`config.mk`:
```
export PLATFORM = sky130hd
export DESIGN_NAME = eval_scheduler
export DESIGN_NICKNAME = d
export VERILOG_FILES = /design/src/rtl/eval_sched_pkg.sv /design/src/rtl/event_queue.sv /design/src/rtl/eval_scheduler.sv
export SDC_FILE = /design/constraint.sdc
export NUM_CORES = 1
export LEC_CHECK = 0
export CAP_MARGIN = 0
export CORE_ASPECT_RATIO = 1.2
export CORE_MARGIN = 2
export CORE_UTILIZATION = 63
export CTS_CLUSTER_SIZE = 25
export DETAILED_ROUTE_END_ITERATION = 8
export HOLD_SLACK_MARGIN = 0.1
export PLACE_DENSITY_LB_ADDON = 0.3
export SLEW_MARGIN = 20
export SYNTH_ARGS = -nofsm -noshare
export SYNTH_HDL_FRONTEND = slang
export SYNTH_SLANG_ARGS = --single-unit
```
`constraint.sdc`:
```
create_clock -name clk -period 16.2 [get_ports clk]
set_clock_uncertainty 0.15 [all_clocks]
set_input_delay 1.62 -clock clk [delete_from_list [all_inputs] [get_ports clk]]
set_output_delay 1.62 -clock clk [all_outputs]
set_load 0.01 [all_outputs]
```
`src/rtl/eval_sched_pkg.sv`:
```
// Shared record type and default widths for the RTLola evaluation scheduler.
package eval_sched_pkg;

  localparam int DATA_W     = 64;
  localparam int TS_W       = 32;
  localparam int NUM_LAYERS = 4;

  // One timestamped event; data carries the signed input value as raw bits.
  typedef struct packed {
    logic [DATA_W-1:0] data;
    logic              has_input;
    logic              has_periodic;
    logic [TS_W-1:0]   ts;
  } event_rec_t;

endpackage

```
`src/rtl/event_queue.sv`:
```
// Bounded synchronous FIFO of event records with occupancy level.
module event_queue
  import eval_sched_pkg::*;
#(
  parameter int DEPTH = 4,
  parameter int LVL_W = $clog2(DEPTH + 1)
) (
  input  logic             clk,
  input  logic             rst,
  input  logic             push,
  input  logic             pop,
  input  event_rec_t       din,
  output event_rec_t       dout,
  output logic             full,
  output logic             empty,
  output logic [LVL_W-1:0] level
);

  localparam int PTR_W = (DEPTH > 1) ? $clog2(DEPTH) : 1;

  event_rec_t       mem [DEPTH];
  logic [PTR_W-1:0] rd_ptr;
  logic [PTR_W-1:0] wr_ptr;
  logic [LVL_W-1:0] count;

  function automatic logic [PTR_W-1:0] next_ptr(input logic [PTR_W-1:0] p);
    return (p == PTR_W'(DEPTH - 1)) ? '0 : p + PTR_W'(1);
  endfunction

  // NOTE: storage is left out of reset; clearing the pointers and count
  // empties the queue, and stale entries are never read before rewrite.
  always_ff @(posedge clk) begin
    if (push) mem[wr_ptr] <= din;
  end

  always_ff @(posedge clk or posedge rst) begin
    if (rst) begin
      rd_ptr <= '0;
      wr_ptr <= '0;
      count  <= '0;
    end else begin
      if (push) wr_ptr <= next_ptr(wr_ptr);
      if (pop)  rd_ptr <= next_ptr(rd_ptr);
      case ({push, pop})
        2'b10:   count <= count + LVL_W'(1);
        2'b01:   count <= count - LVL_W'(1);
        default: count <= count;
      endcase
    end
  end

  assign dout  = mem[rd_ptr];
  assign full  = (count == LVL_W'(DEPTH));
  assign empty = (count == '0);
  assign level = count;

endmodule

```
`src/rtl/eval_scheduler.sv`:
```
// Event scheduler feeding the RTLola evaluation pipeline.
// Define PIPELINED_EVAL_EN to let records overlap in the layer pipeline.
module eval_scheduler
  import eval_sched_pkg::event_rec_t;
#(
  parameter int DATA_W      = eval_sched_pkg::DATA_W,
  parameter int TS_W        = eval_sched_pkg::TS_W,
  parameter int QUEUE_DEPTH = 4,
  parameter int NUM_LAYERS  = eval_sched_pkg::NUM_LAYERS,
  parameter int PERIOD      = 1000
) (
  input  logic                             clk,
  input  logic                             rst,
  input  logic                             en,
  input  logic signed [DATA_W-1:0]         input_0,
  input  logic                             new_input_0,
  output logic                             q_push,
  output logic                             q_push_valid,
  output logic                             q_pop,
  output logic                             q_pop_valid,
  output logic [$clog2(QUEUE_DEPTH+1)-1:0] q_level,
  output logic                             overflow,
  output logic signed [DATA_W-1:0]         ev_data,
  output logic [TS_W-1:0]                  ev_ts,
  output logic [NUM_LAYERS-1:0]            layer_en,
  output logic [NUM_LAYERS-1:0]            pacing_in,
  output logic [NUM_LAYERS-1:0]            pacing_per
);

  localparam int PCNT_W = $clog2(PERIOD);
  localparam int LVL_W  = $clog2(QUEUE_DEPTH + 1);

  logic [TS_W-1:0]       ts;
  logic [PCNT_W-1:0]     pcnt;
  logic                  tick;
  logic                  trig;
  event_rec_t            rec_d;
  event_rec_t            rec_q;
  logic                  rec_vld;
  event_rec_t            head;
  logic                  q_full;
  logic                  q_empty;
  logic                  slot_free;
  event_rec_t            stage [NUM_LAYERS];
  logic [NUM_LAYERS-1:0] stage_vld;

  assign tick = (pcnt == PCNT_W'(PERIOD - 1));
  assign trig = new_input_0 | tick;

  // NOTE: sequential state uses non-blocking assignments so every register
  // samples pre-edge values regardless of process ordering.
  always_ff @(posedge clk or posedge rst) begin
    if (rst) begin
      ts   <= '0;
      pcnt <= '0;
    end else if (en) begin
      ts   <= ts + TS_W'(1);
      pcnt <= tick ? '0 : pcnt + PCNT_W'(1);
    end
  end

  // NOTE: the struct gets a full default first so no field can infer a latch.
  always_comb begin
    rec_d              = '0;
    rec_d.data         = new_input_0 ? input_0 : '0;
    rec_d.has_input    = new_input_0;
    rec_d.has_periodic = tick;
    rec_d.ts           = ts;
  end

  // A coinciding input and tick collapse into this single formation register.
  always_ff @(posedge clk or posedge rst) begin
    if (rst) begin
      rec_vld <= 1'b0;
      rec_q   <= '0;
    end else if (en) begin
      rec_vld <= trig;
      rec_q   <= rec_d;
    end
  end

`ifdef PIPELINED_EVAL_EN
  assign slot_free = 1'b1;
`else
  // One record in flight: wait until it reaches the last layer.
  always_comb begin
    slot_free = 1'b1;
    for (int k = 0; k < NUM_LAYERS - 1; k++) begin
      if (stage_vld[k]) slot_free = 1'b0;
    end
  end
`endif

  assign q_push       = en & rec_vld;
  assign q_pop        = en & ~q_empty & slot_free;
  assign q_push_valid = q_push & (~q_full | q_pop);
  assign q_pop_valid  = q_pop;

  event_queue #(
    .DEPTH (QUEUE_DEPTH),
    .LVL_W (LVL_W)
  ) u_queue (
    .clk   (clk),
    .rst   (rst),
    .push  (q_push_valid),
    .pop   (q_pop),
    .din   (rec_q),
    .dout  (head),
    .full  (q_full),
    .empty (q_empty),
    .level (q_level)
  );

  always_ff @(posedge clk or posedge rst) begin
    if (rst) begin
      overflow <= 1'b0;
    end else if (q_push && !q_push_valid) begin
      overflow <= 1'b1;
    end
  end

  // Empty stages hold an all-zero record so idle outputs read as zero.
  always_ff @(posedge clk or posedge rst) begin
    if (rst) begin
      stage_vld <= '0;
      for (int k = 0; k < NUM_LAYERS; k++) stage[k] <= '0;
    end else if (en) begin
      stage_vld[0] <= q_pop;
      stage[0]     <= q_pop ? head : '0;
      for (int k = 1; k < NUM_LAYERS; k++) begin
        stage_vld[k] <= stage_vld[k-1];
        stage[k]     <= stage[k-1];
      end
    end
  end

  assign layer_en = stage_vld;
  assign ev_data  = $signed(stage[0].data);
  assign ev_ts    = stage[0].ts;

  always_comb begin
    pacing_in  = '0;
    pacing_per = '0;
    for (int k = 0; k < NUM_LAYERS; k++) begin
      pacing_in[k]  = stage_vld[k] & stage[k].has_input;
      pacing_per[k] = stage_vld[k] & stage[k].has_periodic;
    end
  end

endmodule
```
After elaboration in Yosys (flattened, before gate mapping). Memories as Yosys holds them, arrays and structs flattened. Cells that the tools add are included.

Output and inout bits: 116. Word-level logic and storage cells: 66. Bits of input ports: 68. Bits in registers: 257. Memories kept: 1. Bits in writable memories: 392.

Mux-type cells: 11. $add $sub $neg: 6. Reductions and logical operators: 4. Bitwise logic cells: 16. Equality and inequality tests: 6.

Memory list: u_queue.mem (depth 4, width 98, read ports 1, clocked after Yosys merged registers in 0, write ports 1, RTL line event_queue.sv:21) `event_rec_t mem [DEPTH];`.

Operator list (count): two-way mux 98 bit (1); two-way mux 64 bit (1); adder 32 x 1 -> 32 bit (second input constant) (1); AND 1 bit (12); adder 10 x 1 -> 10 bit (second input constant) (1); == test 10 bit (second input constant) (1); two-way mux 10 bit (1); == test 2 bit (second input constant) (3); case mux 3 bit (2 select lines) (1); two-way mux 1 bit (5); adder 2 x 1 -> 2 bit (second input constant) (2); two-way mux 2 bit (2); adder 3 x 1 -> 3 bit (second input constant) (1); == test 3 bit (second input constant) (1); zero test 3 bit (1); subtractor 3 x 1 -> 3 bit (second input constant) (1); == test 2 x 1 -> 1 bit (second input constant) (1); inverter 1 bit (2); bitwise OR 1 bit (2); nonzero test 2 bit (1); logical AND 1 bit (1); zero test 1 bit (1).

Longest topological paths before layout. Gate-level depths: netlist of the first run.

Depth in word-level cells: 8. Gate-level depth with buffers: 9.

Modules after synthesis. From an unflattened synthesis of the first run, not the netlist that was laid out.

Cells, all modules: 1298. Area total of the unflattened synthesis: 24584.8 sq um.

By module, submodules not included: event_queue (times used 1, cells each 551, area an instance 14525.2 sq um); eval_scheduler (times used 1, cells each 747, area an instance 10059.6 sq um).

Worst setup path after synthesis of the first run. No wires, ideal clock.

Path kind: input -> register. Start: in en. End: mem u_queue.mem[0][0] (netlist bit), enable pin. Library setup time: 0.468 ns. Path buffers: 0. Cell stages on the path: 4. Arrival time: 4.651 ns. Path slack: 10.931 ns. Cell sequence: nor4b_4 > inv_2 > a31oi_4 > and2_1.

Cells in the longest elaborated chain, start to end: 6. Elaborated cells on any way between the ends: 7. Classes of those cells: mux: 2; bitwise: 5.

RTL lines: start, declared (RTL line eval_scheduler.sv:14) `input logic en,`; AND 1 bit (2 in series) (RTL line eval_scheduler.sv:95) `assign q_pop = en & ~q_empty & slot_free;`; bitwise OR 1 bit (RTL line eval_scheduler.sv:96) `assign q_push_valid = q_push & (~q_full | q_pop);`; AND 1 bit * (RTL line eval_scheduler.sv:96); named net q_push_valid (RTL line eval_scheduler.sv:18) `output logic q_push_valid,`; two-way mux 1 bit * (RTL line event_queue.sv:33) `if (push) mem[wr_ptr] <= din;`; two-way mux 1 bit (not written as such) * (RTL line event_queue.sv:33); end, declared (RTL line event_queue.sv:21).

Mark *: on every way through the listed nets, which the timed path passes. The rest lies on a longest branch.

Worst setup path after layout of the first run.
Start: in en. End: out q_pop_valid.

Cells in the longest elaborated chain, start to end: 2.

RTL lines: AND 1 bit (2 in series) (RTL line eval_scheduler.sv:95); end, declared (RTL line eval_scheduler.sv:20) `output logic q_pop_valid,`.

Every way passes these cells.

==> results of run 1 <==
metrics by stage:
| step | hold WS [ns] | cells | instance area (um^2) |
|---|---|---|---|
| 2_1_floorplan | 0.290 | 1299 | 24700 |
| 3_3_place_gp | 0.307 | 1859 | 26200 |
| 3_5_place_dp | 0.325 | 1859 | 26200 |
| 4_1_cts | 0.344 | 1970 | 28100 |
| 5_1_grt | 0.362 | 1970 | 28100 |
| 6_report | 0.337 | 1970 | 28100 |
logic make-up (layout without fill, tap and decap cells):
family / after synthesis / in the layout / share of synthesized area [%]
compound gates: 181 / 181 / 6.38
mux: 146 / 146 / 11.1
fa+ha+maj: 8 / 8 / 0.436
simple gates: 101 / 101 / 2.35
flops: 649 / 649 / 73.8
xor+xnor: 39 / 39 / 1.38
buf+inv: 175 / 320 / 4.50
state kept, by name (all words and copies together) (netlist names):
name / count
u_queue.mem: 392
u_queue.wr_ptr: 2
overflow: 1
stage: 8
u_queue.rd_ptr: 2
ev_ts: 32
rec_vld: 1
ev_data: 64
ts: 32
rec_q: 98
u_queue.level: 3
layer_en: 4
pcnt: 10
cells in the mapped netlist (11+ instances only):
library cell,n
xnor2_1,29
nand4_1,12
dfrtp_1,257
nand3_1,18
and2_1,14
a22o_1,162
nor2_1,17
buf_2,20
nand2_1,14
inv_1,11
edfxtp_1,392
buf_4,98
clkbuf_1,28
mux2_2,45
mux4_2,98
placed cells by master, fill, tap and decap left out, types with 4 or more instances in the layout:
master	instances
clkbuf_1	15
clkbuf_16	61
and3_1	7
nand3_1	18
nor4_1	4
mux2_2	45
clkinv_1	7
a22o_1	162
inv_1	9
clkdlybuf4s50_1	182
and2_4	4
and2_1	9
xnor2_1	29
clkinv_2	15
nand4_1	12
nor2_1	17
clkbuf_8	10
xor2_1	10
mux4_2	98
buf_4	13
ha_1	7
edfxtp_1	392
nand2_1	14
dfrtp_1	255
worst reg2reg max path, cell delays in order (launching register included):
cell and delay, ns:
dfrtp_1 0.45, nor4b_4 0.51, inv_2 0.14, a21oi_4 0.73
buf_4 0.90, nand2_1 0.19, fa_1 0.47, or3_1 0.42
a311o_1 0.33
power by group:
group	total, W	internal, W	leakage, nW	switching, W
registers	0.00225	0.00203	7.12	0.000225
clock network	0.00135	0.000766	0.938	0.000582
logic	0.00104	0.000583	2.71	0.000452
area by class of cell:
class                           instances  area (um^2)  share of cell area [%]
Tap cell                              526          658                    2.34
Clock inverter                         25          173                   0.614
Timing Repair Buffer                  196         1920                    6.84
Sequential cell                       649        18200                    64.7
Multi-Input combinational cell        475         5380                    19.1
Clock buffer                           86         1720                    6.12
Inverter                               13         61.3                   0.218
layer usage:
layer / vias to the layer above / share of wire [%]
met2: 342 / 51
met4: 0 / 2.9
met1: 6408 / 41
met3: 81 / 4.9
li1: 5190 / -
met5: - / 0
worst paths after layout:
path | start | endpoint | cells past startpoint
max | en | q_pop_valid | 5
min | ts[30] | ts[30] | 1
max reg2reg | layer_en[1] | u_queue.level[2] | 8
min reg2reg | ts[30] | ts[30] | 1
max in group asynchronous | rst | u_queue.rd_ptr[0] | 4
min in group asynchronous | rst | ev_data[7] | 2
==> results.md, run 1 <==
- The run finished with clean final reports.
- The post-CTS clock slew at the launch and capture registers of the worst setup and hold paths is 0.06 ns.
- The floorplan step defined a core boundary enclosing 38600 um^2.
- The tool flagged a number of max-cap violations equal to 0.
- The source-to-sink clock delay at the later pin of the worst-skew pair is 0.59 ns.
- The die is 221 um tall.
- IR analysis of the VDD net gives a maximum drop of 0.000103 V.
- The dominant cell type by area after synthesis is edfxtp_1.
- The number of pins exceeding their max-slew limit in the final report is 0.
- The via density per instance is 6.10.
- The post-route minimum period is 5.84 ns.
- Setup total negative slack on the finished layout was measured at 0 ns.
- Counting along the longest clock path gives a buffer depth of 3.
- The delay of the slowest critical-path stage is 0.73 ns.
- The top cell family by delay on the critical path is buffers and inverters.
- Yosys printed 0 warnings.
- Summing over every cut layer, the via total after detailed routing is 12021.
- Walking the worst path, the cells encountered are buf_2 > nor4b_4 > inv_2 > a21oi_4 > clkdlybuf4s50_1.
- STA classifies the critical path endpoint as a primary output.
- The number of clock buffers added by TritonCTS is 60.
- The final antenna-violating net count is 0.
- For this design, the sink count on the clock tree is 649.
- The critical path in this run is classified as in2out.
- The port buffer count is 183.
- In this run, synthesis inferred 392 flip-flops with an integrated enable.
- The detailed-routing iteration count for the pre-antenna-repair pass is 5.
- Power comes to 0.00463 W.
- The endpoint required time on the critical path is 14.43 ns.
- The number of antenna violations at the first check in global routing is 0.
- After clock tree synthesis, the flow added hold-fix buffers numbering 0.
- Before CTS, the worst setup slack after placement is 10.26 ns.
- The largest fanout on the critical path is 30.
- The path class of the tightest hold or removal check is reg2reg.
- The met1 track demand over resource is 31.9%.
- The met3 routing resource usage after global routing is 3.52%.
- For the pin with the worst max-slew slack, the measured transition is 0.974 ns.
- After synthesis, the netlist uses 48 different library cells.
- The total grt overflow is 0.
- The first routing iteration left 957 violations.
- The full die area is 40800 um^2.
- The fill cell instance count of the final layout is 2242.
- The number of setup buffers added after CTS is 0.
- The synthesized area per cell is 19.0 um^2.
- Post-CTS repair changed the size of 0 cells.
- The final number of hold-violating endpoints is 0.
- The critical-path cell with the highest stage delay is a21oi_4.
- The share of the cycle needed by the critical path after routing is 36.1%.
- The global-route layer with the greatest usage is met2.
- Data arrives at the worst endpoint at 4.07 ns.
- The share of synthesized flip-flops with an asynchronous set or reset is 39.6%.
- The maximum achievable frequency is 171 MHz.
- The antenna diode count is 0.
- The HPWL after detailed placement is 25400 um.
- The number of nets handed over by synthesis was 1375.
- The core occupancy in the finished layout is 72.8%.
- The routed length per instance is 23.8 um.
- The initial core utilization is 63.8%.
- Across all setup checks in the final design, the least slack found is 10.36 ns.
- The post-synthesis sequential element count is 649.
- The die is 185 um wide.
- In the synthesized netlist, the number of instances is 1299.
- The tree is rooted in a clkbuf_16.
- The weighted congestion at the end of routability-driven global placement is 0.739.
- For this run, design rule violations remaining after detail routing come to 0.
- The areal power density over the cells is 165 nW/um^2.
- From synthesis to final layout, the design area changed by 14.0%.
- The overall track demand over capacity in global routing is 23.5%.
- The setup check on the worst reg-to-reg path leaves a slack of 11.80 ns.
- The synthesized netlist occupies a cell area of 24700 um^2.
- Of the post-synthesis cell area, the dominant cell type holds 47.7%.
- For this design the top-level I/O count stands at 184.
- The clock tree from TritonCTS is yes.
- The global-route wire length before repair is 72300 um.
- After the last flow step, the layout net total stands at 1471.
- The combined buffer and inverter count along the critical path is 3.
- Summed over all layers, the routed wires come to 46900 um.
- The worst setup path is launched from an input port.
- The pin count of the biggest net entering global routing is 113.
- The floorplan has 79 rows.
- The most used flip-flop cell after synthesis is edfxtp_1.
- Sorting the synthesized cells by area gives the leading types as edfxtp_1 48%, dfrtp_1 26%, mux4_2 8.9%.
- The proportion of synthesized chip area in sequential cells is 73.8%.
- In the global route stage, met2 resource usage came out at 39.7%.
- The worst slew margin relative to its limit is 35.1%.
- The via count of the first global-routing pass was 12610.
- The leakage power summed over all cells is 10.8 nW.
- Cells with a size suffix above 1 make up 18.4% of the layout.
- In this run the number of H-tree levels came out at 2.
- Setup repair after global routing left no endpoint under its margin.
- The number of setup violations in the final report is 0.
Note: power is estimated with default switching activity, not from simulation.
==> inputs of run 2 (changes only) <==
- CORE_UTILIZATION: 63 -> 58
- clock period: 16.2 -> 5.5 ns (I/O delays scaled with it)
==> run 2 against run 1 <==
Design area increased by 0.70%; sequential cell count unchanged; die area increased by 8.4%; highest routed layer unchanged; critical endpoint unchanged; sequential power increased to 3.0 times the previous value; cell count increased by 1.0%; via count decreased by 1.2%; largest cell class unchanged; sequential share of layout area decreased by 0.45 points.
==> results.md, run 2 (synthesis gave the netlist of run 1 again) <==
- For this run, the detailed router's first-pass iteration total came to 8.
- The number of CTS-inserted buffers is 60.
- The full die area is 44200 um^2.
- Max-cap violations in this run came to 0.
- The number of antenna violations at the first check in global routing is 0.
- The data arrival time of the critical path is 2.70 ns.
- The final antenna-violating net count is 0.
- The fill cell instance count of the final layout is 2666.
- The hold buffer count at CTS is 0.
- The via density per instance is 5.97.
- After detailed routing, the number of remaining DRC violations is 0.
- The worst setup slack after layout is 2.10 ns.
- Dividing the detail-routed wire length by the instance count gives 23.3 um.
- The routed wire length on met3 is 2500 um.
- For flop-to-flop paths, the worst setup slack is 2.41 ns.
- Setup violations remaining at the end of the flow were counted as 0.
- The port buffer count is 183.
- The total grt overflow is 0.
- From bottom edge to top edge, the die measures 230 um.
- The library cells used most frequently in the layout, excluding fill and tap cells, are 392 x edfxtp_1, 255 x dfrtp_1, 182 x clkdlybuf4s50_1, 162 x a22o_1, 98 x mux4_2.
- STA classifies the critical path startpoint as a flip-flop.
- The total via count after detailed routing is 11880.
- The source-to-sink clock delay at the later pin of the worst-skew pair is 0.62 ns.
- In this run the cell area measured after placement is 26300 um^2.
- The routed design uses 23300 um of met2 wire.
- Cells with a size suffix above 1 make up 18.3% of the layout.
- The final number of hold-violating endpoints is 0.
- The critical-path cell with the highest stage delay is clkdlybuf4s50_1.
- The weighted congestion at the end of routability-driven global placement is 0.730.
- After routing, the total negative slack on setup checks comes to 0 ns.
- The endpoint required time on the critical path is 4.80 ns.
- The placement-stage worst setup slack is 1.80 ns.
- The worst pin sits at a relative slew slack of 25.3%.
- The top routing layer in use is met4.
- The critical path in this run is classified as reg2out.
- Clock tree synthesis selected as its root buffer the cell clkbuf_16.
- Clock-pin slew was measured on the worst setup and hold paths at 0.06 ns.
- The half-perimeter wire length after placement is 25400 um.
- Once layout is done, the placed cells without fillers occupy 28300 um^2.
- The run finished with clean final reports.
- Once the floorplan was initialized, standard cells occupied 58.9% of the core.
- The largest fanout on the critical path is 15.
- The worst setup path is captured at a primary output.
- The largest single stage delay on the critical path is 0.62 ns.
- After layout, the minimum clock period comes to 3.40 ns.
- The clock tree from TritonCTS is yes.
- The antenna diode count is 0.
- The register with the most flip-flops in the final layout is u_queue.mem.
- The slew of the pin with the lowest slew margin is 1.12 ns.
- Dividing the final minimum period by the clock period gives 61.8%.
- The top cell family by delay on the critical path is buffers and inverters.
- After clock tree synthesis, the setup repair step added 0 buffers.
- The pin count of the biggest net entering global routing is 175.
- The post-synthesis to final-layout area growth is 14.8%.
- The overall track demand over capacity in global routing is 21.7%.
- The class of the tightest hold or removal check is in2async.
- The initialized floorplan defines 82 standard-cell rows.
- The via count of the first global-routing pass is 12550.
- The final routed wirelength across all metal layers is 46400 um.
- Derived from the worst setup path, the maximum achievable clock frequency is 294 MHz.
- The first global-routing pass estimated 72800 um of wire.
- For this design the top-level I/O count stands at 184.
- The number of pins exceeding their max-slew limit in the final report is 0.
- The register with the most flip-flops in the layout has 392 of them.
- After detailed routing, the wire length on met1 is 19400 um.
- The detailed router finished its first iteration with 825 violations.
- The signal on the critical path passes through nor4b_4 > inv_2 > a21oi_4 > clkdlybuf4s50_1.
- The count of H-tree levels built during CTS is 2.
- Setup repair after global routing left no endpoint under its margin.
- The peak supply drop is 0.000317 V.
- The TritonCTS sink count is 649.
- For this run, the post-layout net count is 1470.
- Power spread over the standard cell area amounts to 490 nW/um^2.
- The most common cell after layout, fill and taps aside is edfxtp_1.
- The analysis attributes to cell leakage a power of 10.8 nW.
- No sink is reached through more buffers than the 3 on the longest clock path.
- The number of cells upsized or downsized after cts is 0.
- The worst hold margin is 0.154 ns.
- Measured along the x axis, the die boundary spans 192 um.
- The combined buffer and inverter count along the critical path is 2.
- The standard cell core area is 41900 um^2.
run 2: cell types whose count changed in the layout (fill, tap and decap cells not counted), sizes merged:
cell / before / now
clkinv: 22 / 19
inv: 12 / 11
clkbuf: 86 / 87
buf: 14 / 13
bufinv: 2 / 4
clkinvlp: 2 / 4
run 2: worst register-to-register path: cells and delay by family, from the launching register on:
family	cells	cell delay (ns)
AOI/OAI and AO/OA	1	0.30
buffers and inverters	2	0.58
DFF	1	0.45
and+or+nand+nor	2	1.26
run 2: final timing paths:
path,from,end,cells past startpoint
max,layer_en[1],q_pop_valid,4
min,rst,rec_q[49],2
max reg2reg,layer_en[1],u_queue.mem[3][13],5
min reg2reg,overflow,overflow,1
max in group asynchronous,rst,u_queue.rd_ptr[1],3
min in group clk,overflow,overflow,1
run 2: final cells by class:
cell class,instances,area [um^2],area share [%]
Clock inverter,25,226,0.800
Tap cell,546,683,2.41
Sequential cell,649,18200,64.3
Clock buffer,87,1780,6.30
Timing Repair Buffer,195,1990,7.03
Multi-Input combinational cell,475,5370,19.0
Inverter,13,57.6,0.203
run 2: power by group:
part           internal, W  total (W)  switching (W)
clock network      0.00243    0.00417        0.00174
registers          0.00597    0.00666       0.000691
logic              0.00174    0.00304        0.00130
total               0.0101     0.0139        0.00373
run 2: through the flow:
stage	util (%)	cells	total power [W]
2_1_floorplan	-	1299	0.00887
3_3_place_gp	62.9	1878	0.00973
3_5_place_dp	62.9	1878	0.00980
4_1_cts	67.7	1990	0.0140
5_1_grt	67.7	1990	0.0145
6_report	67.7	1990	0.0139
run 2: metal layers:
metal	vias to the layer above	GRT usage, %
li1	5200	-
met1	6248	30.0
met2	358	35.9
met3	74	3.25
met4	0	7.51
met5	-	0
